## src/rtl/spw_rx_pkg.sv

```systemverilog
// ============================================================================
// Module      : spw_rx_pkg
// Description : Shared constants and write-FSM state type for the SpaceWire
//               receive-side N-char writer.
// Revision    : 1.0 - initial release
// ============================================================================
`default_nettype none

package spw_rx_pkg;

    // Control N-chars carry bit 8 set
    localparam logic [8:0] EOP = 9'h100;
    localparam logic [8:0] EEP = 9'h101;

    // Credit granted by one FCT, and the ceiling of outstanding credit
    localparam int FCT_CREDIT = 8;
    localparam int MAX_CREDIT = 56;

    // FIFO write handshake: strobe, hold, pointer-settle, idle
    typedef enum logic [1:0] {
        IDLE   = 2'd0,
        STROBE = 2'd1,
        HOLD   = 2'd2,
        WAIT   = 2'd3
    } wr_state_t;

endpackage

`default_nettype wire

```

## src/rtl/spw_rx_nchar_writer_if.sv

```systemverilog
// ============================================================================
// Module      : spw_rx_nchar_writer_if
// Description : Bundle of decoder, RX FIFO and FCT signals seen by the
//               N-char writer. master = writer, slave = its environment.
// Revision    : 1.0 - initial release
// ============================================================================
`default_nettype none

interface spw_rx_nchar_writer_if #(
    parameter int DWIDTH = 9,
    parameter int AWIDTH = 6
);
    logic              link_run;
    logic              rx_got_nchar;
    logic [DWIDTH-1:0] rx_nchar;
    logic              fifo_full;
    logic [AWIDTH-1:0] fifo_counter;
    logic              fifo_wr_en;
    logic [DWIDTH-1:0] fifo_data_in;
    logic              fct_req;
    logic              fct_ack;
    logic [AWIDTH-1:0] rx_credit;
    logic              credit_error;
    logic              queue_overrun;
    logic              busy;

    modport master (
        input  link_run, rx_got_nchar, rx_nchar, fifo_full, fifo_counter, fct_ack,
        output fifo_wr_en, fifo_data_in, fct_req, rx_credit, credit_error,
               queue_overrun, busy
    );

    modport slave (
        output link_run, rx_got_nchar, rx_nchar, fifo_full, fifo_counter, fct_ack,
        input  fifo_wr_en, fifo_data_in, fct_req, rx_credit, credit_error,
               queue_overrun, busy
    );
endinterface

`default_nettype wire

```

## src/rtl/spw_nchar_queue.sv

```systemverilog
// ============================================================================
// Module      : spw_nchar_queue
// Description : Small QDEPTH x DWIDTH synchronous FIFO holding N-chars that
//               are waiting for the RX FIFO write handshake.
// Revision    : 1.0 - initial release
// ============================================================================
`default_nettype none

module spw_nchar_queue #(
    parameter  int DWIDTH = 9,
    parameter  int QDEPTH = 4,
    localparam int PW     = $clog2(QDEPTH),
    localparam int CW     = PW + 1
) (
    input  wire logic              clock,
    input  wire logic              reset,
    input  wire logic              push,
    input  wire logic              pop,
    input  wire logic              flush,
    input  wire logic [DWIDTH-1:0] din,
    output logic      [DWIDTH-1:0] head,
    output logic      [CW-1:0]     count,
    output logic                   full,
    output logic                   empty
);

    logic [DWIDTH-1:0] r_mem [QDEPTH];
    logic [PW-1:0]     r_wr_ptr;
    logic [PW-1:0]     r_rd_ptr;
    logic [CW-1:0]     r_count;
    logic              w_do_push;
    logic              w_do_pop;

    assign full      = (r_count == CW'(QDEPTH));
    assign empty     = (r_count == '0);
    assign count     = r_count;
    // An empty queue presents zero rather than stale storage
    assign head      = empty ? '0 : r_mem[r_rd_ptr];
    assign w_do_pop  = pop && !empty;
    assign w_do_push = push && (!full || w_do_pop);

    // Storage array: written on push only, no reset needed
    always_ff @(posedge clock) begin
        if (w_do_push && !flush) begin
            r_mem[r_wr_ptr] <= din;
        end
    end

    // Pointers and occupancy; flush discards everything in one cycle
    always_ff @(posedge clock or posedge reset) begin
        if (reset) begin
            r_wr_ptr <= '0;
            r_rd_ptr <= '0;
            r_count  <= '0;
        end else if (flush) begin
            r_wr_ptr <= '0;
            r_rd_ptr <= '0;
            r_count  <= '0;
        end else begin
            if (w_do_push) r_wr_ptr <= r_wr_ptr + 1'b1;
            if (w_do_pop)  r_rd_ptr <= r_rd_ptr + 1'b1;
            r_count <= r_count + CW'(w_do_push) - CW'(w_do_pop);
        end
    end

endmodule

`default_nettype wire

```

## src/rtl/spw_rx_nchar_writer.sv

```systemverilog
// ============================================================================
// Module      : spw_rx_nchar_writer
// Description : Buffers decoded N-chars, writes them into the RX FIFO with a
//               4-cycle wr_en handshake, and manages receive flow-control
//               credit (FCT requests, credit and overrun error flags).
// Revision    : 1.0 - initial release
// ============================================================================
`default_nettype none

module spw_rx_nchar_writer #(
    parameter int DWIDTH     = 9,
    parameter int AWIDTH     = 6,
    parameter int FIFO_DEPTH = 64,
    parameter int MAX_CREDIT = 56,
    parameter int QDEPTH     = 4
) (
    input wire logic               clock,
    input wire logic               reset,
    spw_rx_nchar_writer_if.master  bus
);

    import spw_rx_pkg::*;

    localparam int QCW = $clog2(QDEPTH) + 1;
    // Wide enough for occupancy + credit + one FCT worth without overflow
    localparam int UW  = AWIDTH + 3;

    wr_state_t         r_state;
    wr_state_t         w_next;
    logic [AWIDTH-1:0] r_credit;
    logic              r_fct_req;
    logic              r_credit_error;
    logic              r_queue_overrun;
    logic [DWIDTH-1:0] r_hold;

    logic [DWIDTH-1:0] w_q_head;
    logic [QCW-1:0]    w_q_count;
    logic              w_q_full;
    logic              w_q_empty;
    logic              w_accept;
    logic              w_has_credit;
    logic              w_push;
    logic              w_pop;
    logic              w_flush;
    logic              w_ack;
    logic [UW-1:0]     w_used;
    logic              w_room;
    logic              w_fct_rise;

    assign w_accept     = bus.rx_got_nchar && bus.link_run;
    assign w_has_credit = (r_credit != '0);
    assign w_push       = w_accept && w_has_credit && !w_q_full;
    assign w_pop        = (r_state == HOLD);
    assign w_flush      = !bus.link_run;
    assign w_ack        = bus.fct_ack && r_fct_req;

    // Space the far end could fill: FIFO free slots minus what is already
    // queued or in flight through the write handshake
    assign w_used     = UW'(bus.fifo_counter) + UW'(w_q_count) + UW'(r_state != IDLE);
    assign w_room     = (w_used + UW'(r_credit) + UW'(FCT_CREDIT)) <= UW'(FIFO_DEPTH - 1);
    assign w_fct_rise = (r_credit <= AWIDTH'(MAX_CREDIT - FCT_CREDIT)) && w_room;

    spw_nchar_queue #(
        .DWIDTH (DWIDTH),
        .QDEPTH (QDEPTH)
    ) u_queue (
        .clock  (clock),
        .reset  (reset),
        .push   (w_push),
        .pop    (w_pop),
        .flush  (w_flush),
        .din    (bus.rx_nchar),
        .head   (w_q_head),
        .count  (w_q_count),
        .full   (w_q_full),
        .empty  (w_q_empty)
    );

    // Write-FSM state register
    always_ff @(posedge clock or posedge reset) begin
        if (reset) r_state <= IDLE;
        else       r_state <= w_next;
    end

    // Write-FSM next state; a started write always runs through WAIT
    always_comb begin
        w_next = r_state;
        case (r_state)
            IDLE:    if (!w_q_empty && !bus.fifo_full && bus.link_run) w_next = STROBE;
            STROBE:  w_next = HOLD;
            HOLD:    w_next = WAIT;
            WAIT:    w_next = IDLE;
            default: w_next = IDLE;
        endcase
    end

    // Capture the head while idle so write data survives the pop and a flush
    always_ff @(posedge clock or posedge reset) begin
        if (reset)                r_hold <= '0;
        else if (r_state == IDLE) r_hold <= w_q_head;
    end

    // Outstanding credit: -1 per accepted char, +8 per acknowledged FCT
    always_ff @(posedge clock or posedge reset) begin
        if (reset)              r_credit <= '0;
        else if (!bus.link_run) r_credit <= '0;
        else                    r_credit <= r_credit - AWIDTH'(w_accept && w_has_credit)
                                            + (w_ack ? AWIDTH'(FCT_CREDIT) : '0);
    end

    // FCT request: raise when there is room for 8 more, hold until acked
    always_ff @(posedge clock or posedge reset) begin
        if (reset)              r_fct_req <= 1'b0;
        else if (!bus.link_run) r_fct_req <= 1'b0;
        else if (r_fct_req)     r_fct_req <= !bus.fct_ack;
        else                    r_fct_req <= w_fct_rise;
    end

    // Sticky error flags, cleared while the link is down
    always_ff @(posedge clock or posedge reset) begin
        if (reset) begin
            r_credit_error  <= 1'b0;
            r_queue_overrun <= 1'b0;
        end else if (!bus.link_run) begin
            r_credit_error  <= 1'b0;
            r_queue_overrun <= 1'b0;
        end else begin
            if (w_accept && !w_has_credit)             r_credit_error  <= 1'b1;
            if (w_accept && w_has_credit && w_q_full)  r_queue_overrun <= 1'b1;
        end
    end

    a_credit_max: assert property (@(posedge clock) disable iff (reset)
                                   r_credit <= AWIDTH'(MAX_CREDIT));

    assign bus.fifo_wr_en    = (r_state == STROBE);
    assign bus.fifo_data_in  = (r_state == IDLE) ? w_q_head : r_hold;
    assign bus.fct_req       = r_fct_req;
    assign bus.rx_credit     = r_credit;
    assign bus.credit_error  = r_credit_error;
    assign bus.queue_overrun = r_queue_overrun;
    assign bus.busy          = !w_q_empty || (r_state != IDLE);

endmodule

`default_nettype wire

```

## src/flat_wrapper.sv

```systemverilog
// flat-port wrapper written by rule: the top's interface ports become plain ports
module spw_rx_nchar_writer_flat import spw_rx_pkg::*;
#(
    parameter int DWIDTH     = 9,
    parameter int AWIDTH     = 6,
    parameter int FIFO_DEPTH = 64,
    parameter int MAX_CREDIT = 56,
    parameter int QDEPTH     = 4
)
  (clock, reset, bus_link_run, bus_rx_got_nchar, bus_rx_nchar, bus_fifo_full, bus_fifo_counter, bus_fct_ack, bus_fifo_wr_en, bus_fifo_data_in, bus_fct_req, bus_rx_credit, bus_credit_error, bus_queue_overrun, bus_busy);
  spw_rx_nchar_writer_if #(.DWIDTH(DWIDTH), .AWIDTH(AWIDTH)) bus_i ();
  input wire logic clock;
  input wire logic reset;
  input wire logic [$bits(bus_i.link_run)-1:0] bus_link_run;
  input wire logic [$bits(bus_i.rx_got_nchar)-1:0] bus_rx_got_nchar;
  input wire logic [$bits(bus_i.rx_nchar)-1:0] bus_rx_nchar;
  input wire logic [$bits(bus_i.fifo_full)-1:0] bus_fifo_full;
  input wire logic [$bits(bus_i.fifo_counter)-1:0] bus_fifo_counter;
  input wire logic [$bits(bus_i.fct_ack)-1:0] bus_fct_ack;
  output wire logic [$bits(bus_i.fifo_wr_en)-1:0] bus_fifo_wr_en;
  output wire logic [$bits(bus_i.fifo_data_in)-1:0] bus_fifo_data_in;
  output wire logic [$bits(bus_i.fct_req)-1:0] bus_fct_req;
  output wire logic [$bits(bus_i.rx_credit)-1:0] bus_rx_credit;
  output wire logic [$bits(bus_i.credit_error)-1:0] bus_credit_error;
  output wire logic [$bits(bus_i.queue_overrun)-1:0] bus_queue_overrun;
  output wire logic [$bits(bus_i.busy)-1:0] bus_busy;
  assign bus_i.link_run = bus_link_run;
  assign bus_i.rx_got_nchar = bus_rx_got_nchar;
  assign bus_i.rx_nchar = bus_rx_nchar;
  assign bus_i.fifo_full = bus_fifo_full;
  assign bus_i.fifo_counter = bus_fifo_counter;
  assign bus_i.fct_ack = bus_fct_ack;
  assign bus_fifo_wr_en = bus_i.fifo_wr_en;
  assign bus_fifo_data_in = bus_i.fifo_data_in;
  assign bus_fct_req = bus_i.fct_req;
  assign bus_rx_credit = bus_i.rx_credit;
  assign bus_credit_error = bus_i.credit_error;
  assign bus_queue_overrun = bus_i.queue_overrun;
  assign bus_busy = bus_i.busy;
  spw_rx_nchar_writer #(.DWIDTH(DWIDTH), .AWIDTH(AWIDTH), .FIFO_DEPTH(FIFO_DEPTH), .MAX_CREDIT(MAX_CREDIT), .QDEPTH(QDEPTH)) u_core (.clock(clock), .reset(reset), .bus(bus_i));
endmodule
```

## config.mk

```make
export PLATFORM = sky130hd
export DESIGN_NAME = spw_rx_nchar_writer_flat
export DESIGN_NICKNAME = d
export VERILOG_FILES = /design/src/rtl/spw_rx_pkg.sv /design/src/rtl/spw_rx_nchar_writer_if.sv /design/src/rtl/spw_nchar_queue.sv /design/src/rtl/spw_rx_nchar_writer.sv /design/src/flat_wrapper.sv
export SDC_FILE = /design/constraint.sdc
export NUM_CORES = 1
export LEC_CHECK = 0
export CORE_ASPECT_RATIO = 1.5
export CORE_MARGIN = 3
export CORE_UTILIZATION = 55
export CTS_CLUSTER_SIZE = 30
export DETAILED_ROUTE_END_ITERATION = 8
export PLACE_DENSITY = 0.76
export SYNTH_ARGS = -nofsm -noshare
export SYNTH_HDL_FRONTEND = slang
export SYNTH_SLANG_ARGS = --single-unit
export TNS_END_PERCENT = 10
```

## constraint.sdc

```tcl
create_clock -name clock -period 3.4 [get_ports clock]
set_input_delay 1.02 -clock clock [delete_from_list [all_inputs] [get_ports clock]]
set_output_delay 1.02 -clock clock [all_outputs]
set_load 0.1 [all_outputs]
```

==> results of run 1 <==
[power breakdown]
| part | internal (mW) | switching (mW) |
|---|---|---|
| sequential | 0.957 | 0.113 |
| combinational | 0.774 | 1.39 |
| clock | 0.406 | 0.284 |
| total | 2.14 | 1.79 |
[path summary, 6_finish.rpt]
check / from / to / cells past startpoint
max: bus_fifo_counter[1] / u_core.bus.fct_req$_DFF_PP0_ / 13
min: u_core.bus.queue_overrun$_DFFE_PP0P_ / u_core.bus.queue_overrun$_DFFE_PP0P_ / 1
max reg2reg: u_core.u_queue.count[1]$_DFF_PP0_ / u_core.bus.fct_req$_DFF_PP0_ / 12
min reg2reg: u_core.bus.queue_overrun$_DFFE_PP0P_ / u_core.bus.queue_overrun$_DFFE_PP0P_ / 1
max in group asynchronous: reset / u_core.r_hold[4]$_DFF_PP0_ / 3
min in group asynchronous: reset / u_core.bus.rx_credit[5]$_DFF_PP0_ / 3
[worst max-delay path, stage by stage]
cell,delay (ps)
clkdlybuf4s50_1,450
ha_1,320
a21o_1,170
a21oi_2,170
nor2_1,70
xor2_1,150
ha_1,310
ha_4,290
buf_4,100
nand4_1,80
o21ai_1,150
a32oi_1,110
nor3b_1,200
[logic make-up after synthesis]
logic type                 after synthesis
xor gates and xnor gates                 9
buffers and inverters                   51
DFF                                     63
AOI/OAI and AO/OA                       30
adders and majority gates               37
muxes                                   11
and+or+nand+nor                         41
[flip-flops by register name (all words and copies together) (netlist names)]
name                      count
u_core.u_queue.r_wr_ptr       2
u_core.bus.rx_credit          6
u_core.bus.fct_req            1
u_core.u_queue.r_rd_ptr       2
u_core.bus.queue_overrun      1
u_core.u_queue.r_mem         36
u_core.u_queue.count          3
u_core.r_state                2
u_core.r_hold                 9
u_core.bus.credit_error       1
[Yosys cell counts (all sizes together) (2+ instances only)]
library cell  number  area share
a21o               3      0.0071
a21oi              5      0.0090
and2               8       0.016
buf                2      0.0039
clkbuf             2      0.0024
dfrtp             27        0.21
edfxtp            36        0.34
fa                 5       0.031
ha                32        0.13
inv               47       0.055
mux2i              2      0.0063
mux4               9       0.064
nand2             10       0.012
nor2              10       0.012
nor2b              2      0.0039
nor3               2      0.0031
nor3b              2      0.0047
o21ai              6      0.0094
o22ai              9       0.018
or3                2      0.0039
xnor2              4       0.011
xor2               5       0.014
[routing by layer]
metal / part of all wire / global-route usage / wire, um
met1: 0.38 / 0.220 / 2310
met2: 0.55 / 0.352 / 3330
met3: 0.045 / 0.0576 / 277
met4: 0.028 / 0.0980 / 172
met5: 0 / 0 / 0
[per-stage QoR]
step | cells | setup slack, ps
6_report | 377 | 49.4
5_1_grt | 377 | 7.52
4_1_cts | 377 | 6.76
3_5_place_dp | 361 | -487
3_3_place_gp | 361 | -385
2_1_floorplan | 242 | -36.2
[final cells by class]
class,instances,area (um2)
clock buffer,9,124
clock inverter,7,87.6
fill,382,1460
inverter,47,176
multi-input combinational,128,1280
sequential,63,1760
tap,70,87.6
timing repair buffer,53,561
[cell usage in the layout, fill, tap and decap left out, types with 2 or more instances in the layout]
cell type	Yosys	layout
a21oi_2	1	3
clkinvlp_4	0	2
xnor2_1	4	4
buf_12	0	9
clkinv_1	0	2
fa_1	5	4
nor3b_1	2	2
mux2i_1	2	2
a21oi_1	4	2
edfxtp_1	36	36
dfrtp_1	27	27
buf_4	1	24
nor2_1	10	10
nand2_1	10	10
inv_1	47	47
mux4_2	9	9
or3_1	2	2
ha_1	32	31
o22ai_1	9	8
xor2_1	5	5
a21o_1	3	3
nor3_1	2	2
clkdlybuf4s50_1	0	20
nor2b_1	2	2
bufinv_16	0	2
o21ai_0	6	5
and2_1	8	8
clkbuf_8	0	9
[repair_timing]
item                                    CTS  global route
endpoints found under the setup margin    1             1
hold buffers                              0             0
gates resized for setup                   3             5
==> metrics.txt, run 1 <==
Post-CTS Setup Inserts 0; Setup CP Type in2reg; Worst-Skew Late Latency ~340 ps; crit path launch type input port; Seq/Total Area, Yosys 0.552; post-synthesis mux area share 0.0700; flop-to-flop setup slack 690 ps; Pwr Total a little under 4 mW; Post-route DRC 0; final cycle utilization of the critical path 0.985; Cell Pwr Density 964 nW/um2; status completed; clock sinks 63; initial antenna violation count 0; final setup vio count 0; synthesized area 3180 um2; drt wl/cell 16.2 um; Tot GR Track Use 0.203; max-slew violation count 0; Area Growth Syn to Fin 27.9%; maxcap violations 0; placed cell area 3820 um2; Avg Vias per Cell 5.24; Placer Congestion approximately 0.74; dpl hpwl about 4.4 mm; worst-case clock buffer depth 2; Core Rows 33; RSZ-0062 raised after global routing no; Async SR Flop Fraction 0.429; XOR/XNOR Fraction of Synth Area 0.0248; Leak 1.77 nW; Worst Path Required around 3700 ps; Yosys cell types 36; wire length of the first global-routing pass 9.78 mm; Final Util 0.736; number of synthesized flops with an enable pin 36; CTS clk-pin slew, worst paths roughly 70 ps; fin nets 360; vias in the first global route 2096; DRT Wirelength ~6.1 mm; largest family of logic cells by synthesized area adder cells; CTS root buf clkbuf_8; CP max FO 2; Post-Synthesis Cells about 240; CTS buffer count 9; hold_ws 509 ps; worst vdd ir between 0.7 and 0.8 mV; syn_area_per_cell 13.2 um2; Min Clock Period, post-route 3350 ps; Worst-Margin Slew 499 ps; Compound-Gate Fraction of Synth Area 0.0645; Synth Register Bits 63; crit end category register; port bufs 40; Antenna Violating Nets Remaining 0; post-route cell area slightly above 4000 um2; total die area 6750 um2; WP data arrival 3610 ps; area share of fa/ha/maj cells after synthesis 0.157; f_max ~300 MHz; type of the worst min-delay path reg2reg; DRT Pass-1 Iters 4; diode count 0; yosys warns 0; grt total ovfl 0; CTS HTree Levels 3; core area 5530 um2; layout cells sized above 1 0.212; pin count of the biggest net entering global routing 28; Die Wd slightly below 70 um; relative slew slack 0.667; setup TNS 0 ps; DR iter-0 viols 68; Hold Vio Cnt, Final 0; Mapped Nets 300; routed via count 1977; starting density of the core 0.575; die height roughly 100 um; clk_skew 9.16 ps; CTS tree yes; ys flop type edfxtp_1; num ports 41; simple-gate portion of the synthesized area 0.0700
(Power assumes the default switching activity.)
==> inputs of run 2 (changes only) <==
CORE_UTILIZATION = 50   (was 55)
MAX_ROUTING_LAYER = met4   (was default)
PLACE_DENSITY = 0.73   (was 0.76)
clock period = 2.9 ns   (was 3.4 ns; I/O delays follow)
==> run 2 against run 1 <==
Final area rose by 6.2%. Critical endpoint is now bus_fifo_data_in[2]. Clock-buffer cell count did not move. Critical path depth fell by 8. Critical path type is now reg2out. Global-route usage fell by 0.80 points. Non-clock buffer count rose by 11. Register-to-register slack got worse by 360 ps. Largest cell class unchanged. Sequential share of layout area fell by 2.5 points. Cell count rose by 4.0%.
==> metrics.txt, run 2 (synthesized netlist as in run 1, its figures left out) <==
status completed (unchanged); CTS buffer count 9 (unchanged); CTS Hold Bufs 0 (unchanged); Hold Vio Cnt, Final 0 (unchanged); dpl hpwl 4.56 mm (was 4.44 mm); port bufs 40 (unchanged); Placed Instances 375 (was 361); sequential power share 0.255 (was 0.273); final cycle utilization of the critical path 0.969; Placer Congestion 0.775 (was 0.740); CTS tree yes (unchanged); max reg flops 36 (unchanged); Die Wd 71.1 um (was 68.1 um); maxcap violations 0 (unchanged); initial antenna violation count 0 (unchanged); starting density of the core 0.516 (was 0.575); type of the worst min-delay path reg2reg (unchanged); Worst-Margin Slew 486 ps (was 499 ps); Final Util 0.700 (was 0.736); f_max 356 MHz; Pint 2.67 mW (was 2.14 mW); DR iter-0 viols 67 (was 68); Crit. Startpoint u_core.u_queue.count[1]$_DFF_PP0_ (was bus_fifo_counter[1]); Cell Pwr Density 1120 nW/um2 (was 964 nW/um2); setup TNS 0 ps (unchanged); fin cells 392 (was 377); Clock Power Share 0.175 (was 0.176); core area 6170 um2 (was 5530 um2); num ports 41 (unchanged); Tot GR Track Use 0.195 (was 0.203); diode count 0 (unchanged); hold_ws 506 ps (was 509 ps); Core Rows 35 (was 33); worst-case clock buffer depth 2 (unchanged); CTS HTree Levels 3 (unchanged); crit end category primary output (was register); Post-route DRC 0 (unchanged); Antenna Violating Nets Remaining 0 (unchanged); RSZ-0062 raised after global routing yes (was no); Worst Path Required 2030 ps (was 3660 ps); commonest non-fill, non-tap cells in the layout 45 x inv_1, 36 x edfxtp_1, 28 x buf_4 (was 47 x inv_1, 36 x edfxtp_1, 31 x ha_1); Setup CP Type reg2out (was in2reg); Worst-Skew Late Latency 340 ps (about the same); WP data arrival 1940 ps (was 3610 ps); total die area 7380 um2 (was 6750 um2); final setup vio count 0 (unchanged); hold path depth 1 (unchanged); routed via count 2036 (was 1977); reg2reg start u_core.u_queue.count[1]$_DFF_PP0_ (unchanged); wire length of the first global-routing pass 10.8 mm (was 9.78 mm); fin nets 371 (was 360); grt total ovfl 0 (unchanged); commonest non-fill, non-tap cell in the layout inv_1 (unchanged); clk_skew 13.1 ps (was 9.16 ps); NetSw 2.18 mW (was 1.79 mW); drt wl/cell 15.9 um (was 16.2 um); clock sinks 63 (unchanged); die height 104 um (was 99.2 um); Area Growth Syn to Fin 35.8% (was 27.9%); Biggest register u_core.u_queue.r_mem (unchanged); Min Clock Period, post-route ~2800 ps; CTS root buf clkbuf_8 (unchanged); flop-to-flop setup slack 330 ps (was 690 ps); Logic pwr share 0.569 (was 0.552); CP Capture Point bus_fifo_data_in[2] (was u_core.bus.fct_req$_DFF_PP0_); vias in the first global route 2251 (was 2096); crit path launch type register (was input port); layout cells sized above 1 0.305 (was 0.212); Leak 1.87 nW (was 1.77 nW); pin count of the biggest net entering global routing 28 (unchanged); relative slew slack 0.676 (was 0.667); CP max FO 9 (was 2); Avg Vias per Cell 5.19 (was 5.24); FF-to-FF path depth 12 (unchanged); DRT Pass-1 Iters 4 (unchanged); worst vdd ir 0.810 mV (was 0.779 mV); max-slew violation count 0 (unchanged); switching portion of total power 0.449 (was 0.455); worst reg2reg endpoint u_core.bus.fct_req$_DFF_PP0_ (unchanged); CTS clk-pin slew, worst paths 80 ps (was 70 ps); DRT Wirelength 6.22 mm (was 6.09 mm)
-- run 2: cell count changes in the layout (fill, tap and decap cells not counted), sizes merged --
cell | previous run | this run
dlygate4sd2 | 0 | 2
clkdlybuf4s50 | 20 | 15
buf | 33 | 44
clkbuf | 9 | 11
clkinv | 3 | 1
clkinvlp | 2 | 1
dlymetal6s2s | 0 | 1
inv | 47 | 50
-- run 2: worst min path at each step --
| stage | startpoint | to | slack, ps |
|---|---|---|---|
| final | u_core.bus.queue_overrun$_DFFE_PP0P_ | u_core.bus.queue_overrun$_DFFE_PP0P_ | 510 |
| after global routing | u_core.bus.queue_overrun$_DFFE_PP0P_ | u_core.bus.queue_overrun$_DFFE_PP0P_ | 540 |
| after CTS | u_core.bus.queue_overrun$_DFFE_PP0P_ | u_core.bus.queue_overrun$_DFFE_PP0P_ | 510 |
| after detailed placement | u_core.bus.queue_overrun$_DFFE_PP0P_ | u_core.bus.queue_overrun$_DFFE_PP0P_ | 500 |
| after global placement | u_core.bus.queue_overrun$_DFFE_PP0P_ | u_core.bus.queue_overrun$_DFFE_PP0P_ | 480 |
| after floorplan | u_core.u_queue.r_wr_ptr[0]$_DFFE_PP0P_ | u_core.u_queue.r_wr_ptr[0]$_DFFE_PP0P_ | 500 |
-- run 2: through the flow --
step	instance area (um2)	total power, mW	setup WS (ps)
3_3_place_gp	3960	3.79	-732
3_5_place_dp	3960	3.84	-770
4_1_cts	4270	4.83	-33.1
5_1_grt	4320	5.16	-11.0
6_report	4320	4.86	91.0
2_1_floorplan	3190	3.02	-386
-- run 2: critical path, cell delays in order (launching register included) --
cell     delay [ps]
dfrtp_1         420
buf_4           190
or3_1           430
nand2_4         170
o22ai_1         170
buf_12          210
-- run 2: power groups by stage --
| stage | Combinational [mW] | Sequential [mW] | Clock [mW] |
|---|---|---|---|
| after global routing | 3.00 | 1.26 | 0.908 |
| after detailed placement | 2.59 | 1.25 | 0 |
| after floorplan | 1.49 | 1.53 | 0 |
| final | 2.76 | 1.24 | 0.852 |
| after CTS | 2.72 | 1.24 | 0.868 |
| after global placement | 2.55 | 1.24 | 0 |
-- run 2: cell type report --
class                           instances  area (um2)
Clock buffer                            9         124
Clock inverter                          7         103
Fill cell                             422        1850
Inverter                               47         176
Multi-Input combinational cell        128        1370
Sequential cell                        63        1760
Tap cell                               74        92.6
Timing Repair Buffer                   64         703
-- run 2: per-layer routing --
layer,track usage,vias to the layer above,part of all wire
met3,0.0427,8,0.040
met4,0.0766,0,0.014
met2,0.328,39,0.57
met5,-,-,0
met1,0.224,1016,0.37
li1,-,973,-
-- run 2: what timing repair did --
item / in CTS / in global routing
pin swaps: 14 / 22
buffers inserted: 1 / 0
endpoints found under the setup margin: 11 / 11
gates resized for setup: 20 / 19
==> patch: new RTL, flow settings as in run 2 <==
`AWIDTH` is set to 6 in 3 places; all go to 4.
--- a/src/rtl/spw_rx_nchar_writer_if.sv
+++ b/src/rtl/spw_rx_nchar_writer_if.sv
@@ -8,7 +8,7 @@
 
 interface spw_rx_nchar_writer_if #(
     parameter int DWIDTH = 9,
-    parameter int AWIDTH = 6
+    parameter int AWIDTH = 4
 );
     logic              link_run;
     logic              rx_got_nchar;
--- a/src/rtl/spw_rx_nchar_writer.sv
+++ b/src/rtl/spw_rx_nchar_writer.sv
@@ -9,7 +9,7 @@
 
 module spw_rx_nchar_writer #(
     parameter int DWIDTH     = 9,
-    parameter int AWIDTH     = 6,
+    parameter int AWIDTH     = 4,
     parameter int FIFO_DEPTH = 64,
     parameter int MAX_CREDIT = 56,
     parameter int QDEPTH     = 4
--- a/src/flat_wrapper.sv
+++ b/src/flat_wrapper.sv
@@ -2,7 +2,7 @@
 module spw_rx_nchar_writer_flat import spw_rx_pkg::*;
 #(
     parameter int DWIDTH     = 9,
-    parameter int AWIDTH     = 6,
+    parameter int AWIDTH     = 4,
     parameter int FIFO_DEPTH = 64,
     parameter int MAX_CREDIT = 56,
     parameter int QDEPTH     = 4
Ports: changed (resized bus_fifo_counter and bus_rx_credit); port bits go from 41 to 37. The function was not compared with the original's and may differ.
==> patch against run 2 <==
Non-clock buffer count fell by 22. Maximum frequency rose by 1.1%. Worst setup slack improved by 0.031 ns. Hold slack got worse by 0.0032 ns. Routed wire length fell by 21%. Sequential cell count fell by 2. Critical path depth did not move. Count of clock-buffer cells in the layout did not move. First-iteration DRC count fell by 24%. Final area fell by 22%. Area after synthesis fell by 16%. Die area fell by 15%. Critical path type unchanged. Largest cell class unchanged. Highest routed layer unchanged.
Power is left out: the tool's default activity adds up to more than one toggle a clock period on the data nets, which glitch-free logic cannot reach.
==> patch: results (changes against run 2) <==
The flow ran to the end, and the final reports show no timing, DRC or antenna violations. The number of global-route vias before repair was 1709 (was 2251); the largest net degree at the start of global routing was 26 (was 28). The number of clock buffers inserted by TritonCTS is 9 (unchanged), and the half-perimeter wire length after detailed placement is 3.568 mm (was 4.555 mm). Dominant cells by area after synthesis: sky130_fd_sc_hd__edfxtp_1 41%, sky130_fd_sc_hd__dfrtp_1 23%, sky130_fd_sc_hd__mux4_2 7.6%, sky130_fd_sc_hd__ha_1 5.6%, sky130_fd_sc_hd__inv_1 4.6% (was sky130_fd_sc_hd__edfxtp_1 34%, sky130_fd_sc_hd__dfrtp_1 21%, sky130_fd_sc_hd__ha_1 13%, sky130_fd_sc_hd__mux4_2 6.4%, sky130_fd_sc_hd__inv_1 5.5%). The worst clock skew came out at 0.01015 ns (was 0.01310 ns).

The share of layout cells above drive strength 1 is 27.51% (was 30.50%). The tools report the global-route wire length before repair as 8.128 mm (was 10.82 mm). Met3 wire length: 189 um (was 246 um). The logs give 0.6999 (was 0.7752) for the final estimated routing congestion in global placement and 19.01% (was 19.53%) for the total track usage. The via count is 1483 (was 2036), and the measured slew at the worst slew-check pin is 0.4640 ns (was 0.4859 ns). The number of nets in the finished design was 257 (was 371); the arrival time reported for the critical path endpoint was 1.91 ns (was 1.94 ns). The worst-path maximum fanout was 11 (was 9); the portion of the post-synthesis area used by sequential elements was 64.04% (was 55.19%).

The fraction of registers with async set/reset is 40.98% (was 42.86%). The yosys synthesis warning count was 0 (unchanged); the total number of H-tree levels was 3 (unchanged). After clock tree synthesis, the clock-pin slew on the worst setup and hold paths is 0.07 ns.

The tools report the post-route met1 wirelength as 1.795 mm (was 2.327 mm). Top post-synthesis cells by count: 36 x sky130_fd_sc_hd__edfxtp_1, 33 x sky130_fd_sc_hd__inv_1, 25 x sky130_fd_sc_hd__dfrtp_1 (was 47 x sky130_fd_sc_hd__inv_1, 36 x sky130_fd_sc_hd__edfxtp_1, 32 x sky130_fd_sc_hd__ha_1). The clock network latency to the later pin of the worst-skew pair was 0.34 ns (about the same); the pre-CTS setup slack was -0.3509 ns (was -0.7699 ns). The post-detailed-route wirelength per cell was 16.75 um (was 15.85 um). The tools report the post-synthesis cell type count as 31 (was 36). The clock tree root buffer cell is sky130_fd_sc_hd__clkbuf_8 (unchanged).

The logs give 2.780 mm (was 3.556 mm) for the met2 layer wire length in the routed design and 51 (was 67) for the starting DRC count in detailed routing. For the number of fill cells, the log shows 337 (was 422). The number of flops mapped to enable cells by yosys works out to 36 (unchanged).

The total nets after synthesis is 209 (was 300). The tools report the post-CTS repair timing setup buffer count as 0 (was 1). The number of I/O port buffers is 32 (was 40).
==> patch: changes by cell type after synthesis, moves of 6 or more <==
| cell | change |
|---|---|
| sky130_fd_sc_hd__inv_1 | -14 |
| sky130_fd_sc_hd__ha_1 | -20 |
| sky130_fd_sc_hd__o21ai_0 | -6 |
| sky130_fd_sc_hd__nand2_1 | -6 |
| sky130_fd_sc_hd__nor2_1 | -9 |
==> patch: cells by family (layout without fill, tap and decap cells) <==
kind of cell / after synthesis / count (layout) / share of synthesized area [%]
AO/OA/AOI/OAI: 16 / 16 / 4.648
XOR/XNOR: 6 / 6 / 2.489
adder cells (fa/ha/maj): 14 / 14 / 7.136
buffers and inverters: 38 / 91 / 5.728
flip-flops: 61 / 61 / 64.04
multiplexers: 13 / 13 / 9.155
AND/OR/NAND/NOR: 28 / 28 / 6.807
==> patch: path summary, 6_finish.rpt <==
path,start,end,slack (ns),cells after the start
worst max-delay path,u_core.u_queue.r_rd_ptr[0],bus_fifo_data_in[3],0.12,5
worst min-delay path,u_core.bus.queue_overrun,u_core.bus.queue_overrun,0.50,1
worst max register to register,u_core.bus.rx_credit[0],u_core.bus.rx_credit[3],0.48,9
worst min register to register,u_core.bus.queue_overrun,u_core.bus.queue_overrun,0.50,1
max in group asynchronous,reset,u_core.u_queue.r_wr_ptr[0],1.77,3
min in group asynchronous,reset,u_core.bus.rx_credit[3],0.88,3
==> patch: final cells by class <==
type | instances | area, um2 | share of cell area [%]
Clock buffer | 9 | 123.9 | 3.650
Clock inverter | 7 | 75.07 | 2.212
Inverter | 33 | 123.9 | 3.650
Multi-Input combinational cell | 77 | 813.3 | 23.97
Sequential cell | 61 | 1707 | 50.30
Tap cell | 66 | 82.58 | 2.434
Timing Repair Buffer | 42 | 467.9 | 13.79
==> patch: repair_timing <==
item,4_1_cts,5_1_grt
gates resized for setup,1,4
cloned,0,0
setup endpoints to repair,1,10
hold endpoints to repair,0,0
pin swaps,0,1
==> patch: per-stage QoR <==
stage,TNS [ns],utilization (%),instance area [um2],instances
floorplan,-3.321,-,2665,176
global placement,-0.3939,63.59,3182,279
detailed placement,-0.5674,63.59,3182,279
CTS,0,67.62,3383,295
global route,0,67.82,3393,295
finish,0,67.82,3393,295
==> patch: critical path, cell delays in order (launching register included) <==
cell	delay [ns]
sky130_fd_sc_hd__dfrtp_1	0.33
sky130_fd_sc_hd__buf_4	0.23
sky130_fd_sc_hd__mux4_2	0.53
sky130_fd_sc_hd__inv_1	0.11
sky130_fd_sc_hd__o22ai_1	0.14
sky130_fd_sc_hd__buf_12	0.21
==> patch: per-layer routing <==
metal  up-vias  global-route usage (%)
met2        43                   33.73
met4         0                   12.63
met3        18                   3.420
met1       724                   18.59
li1        698                       -
met5         -                       -
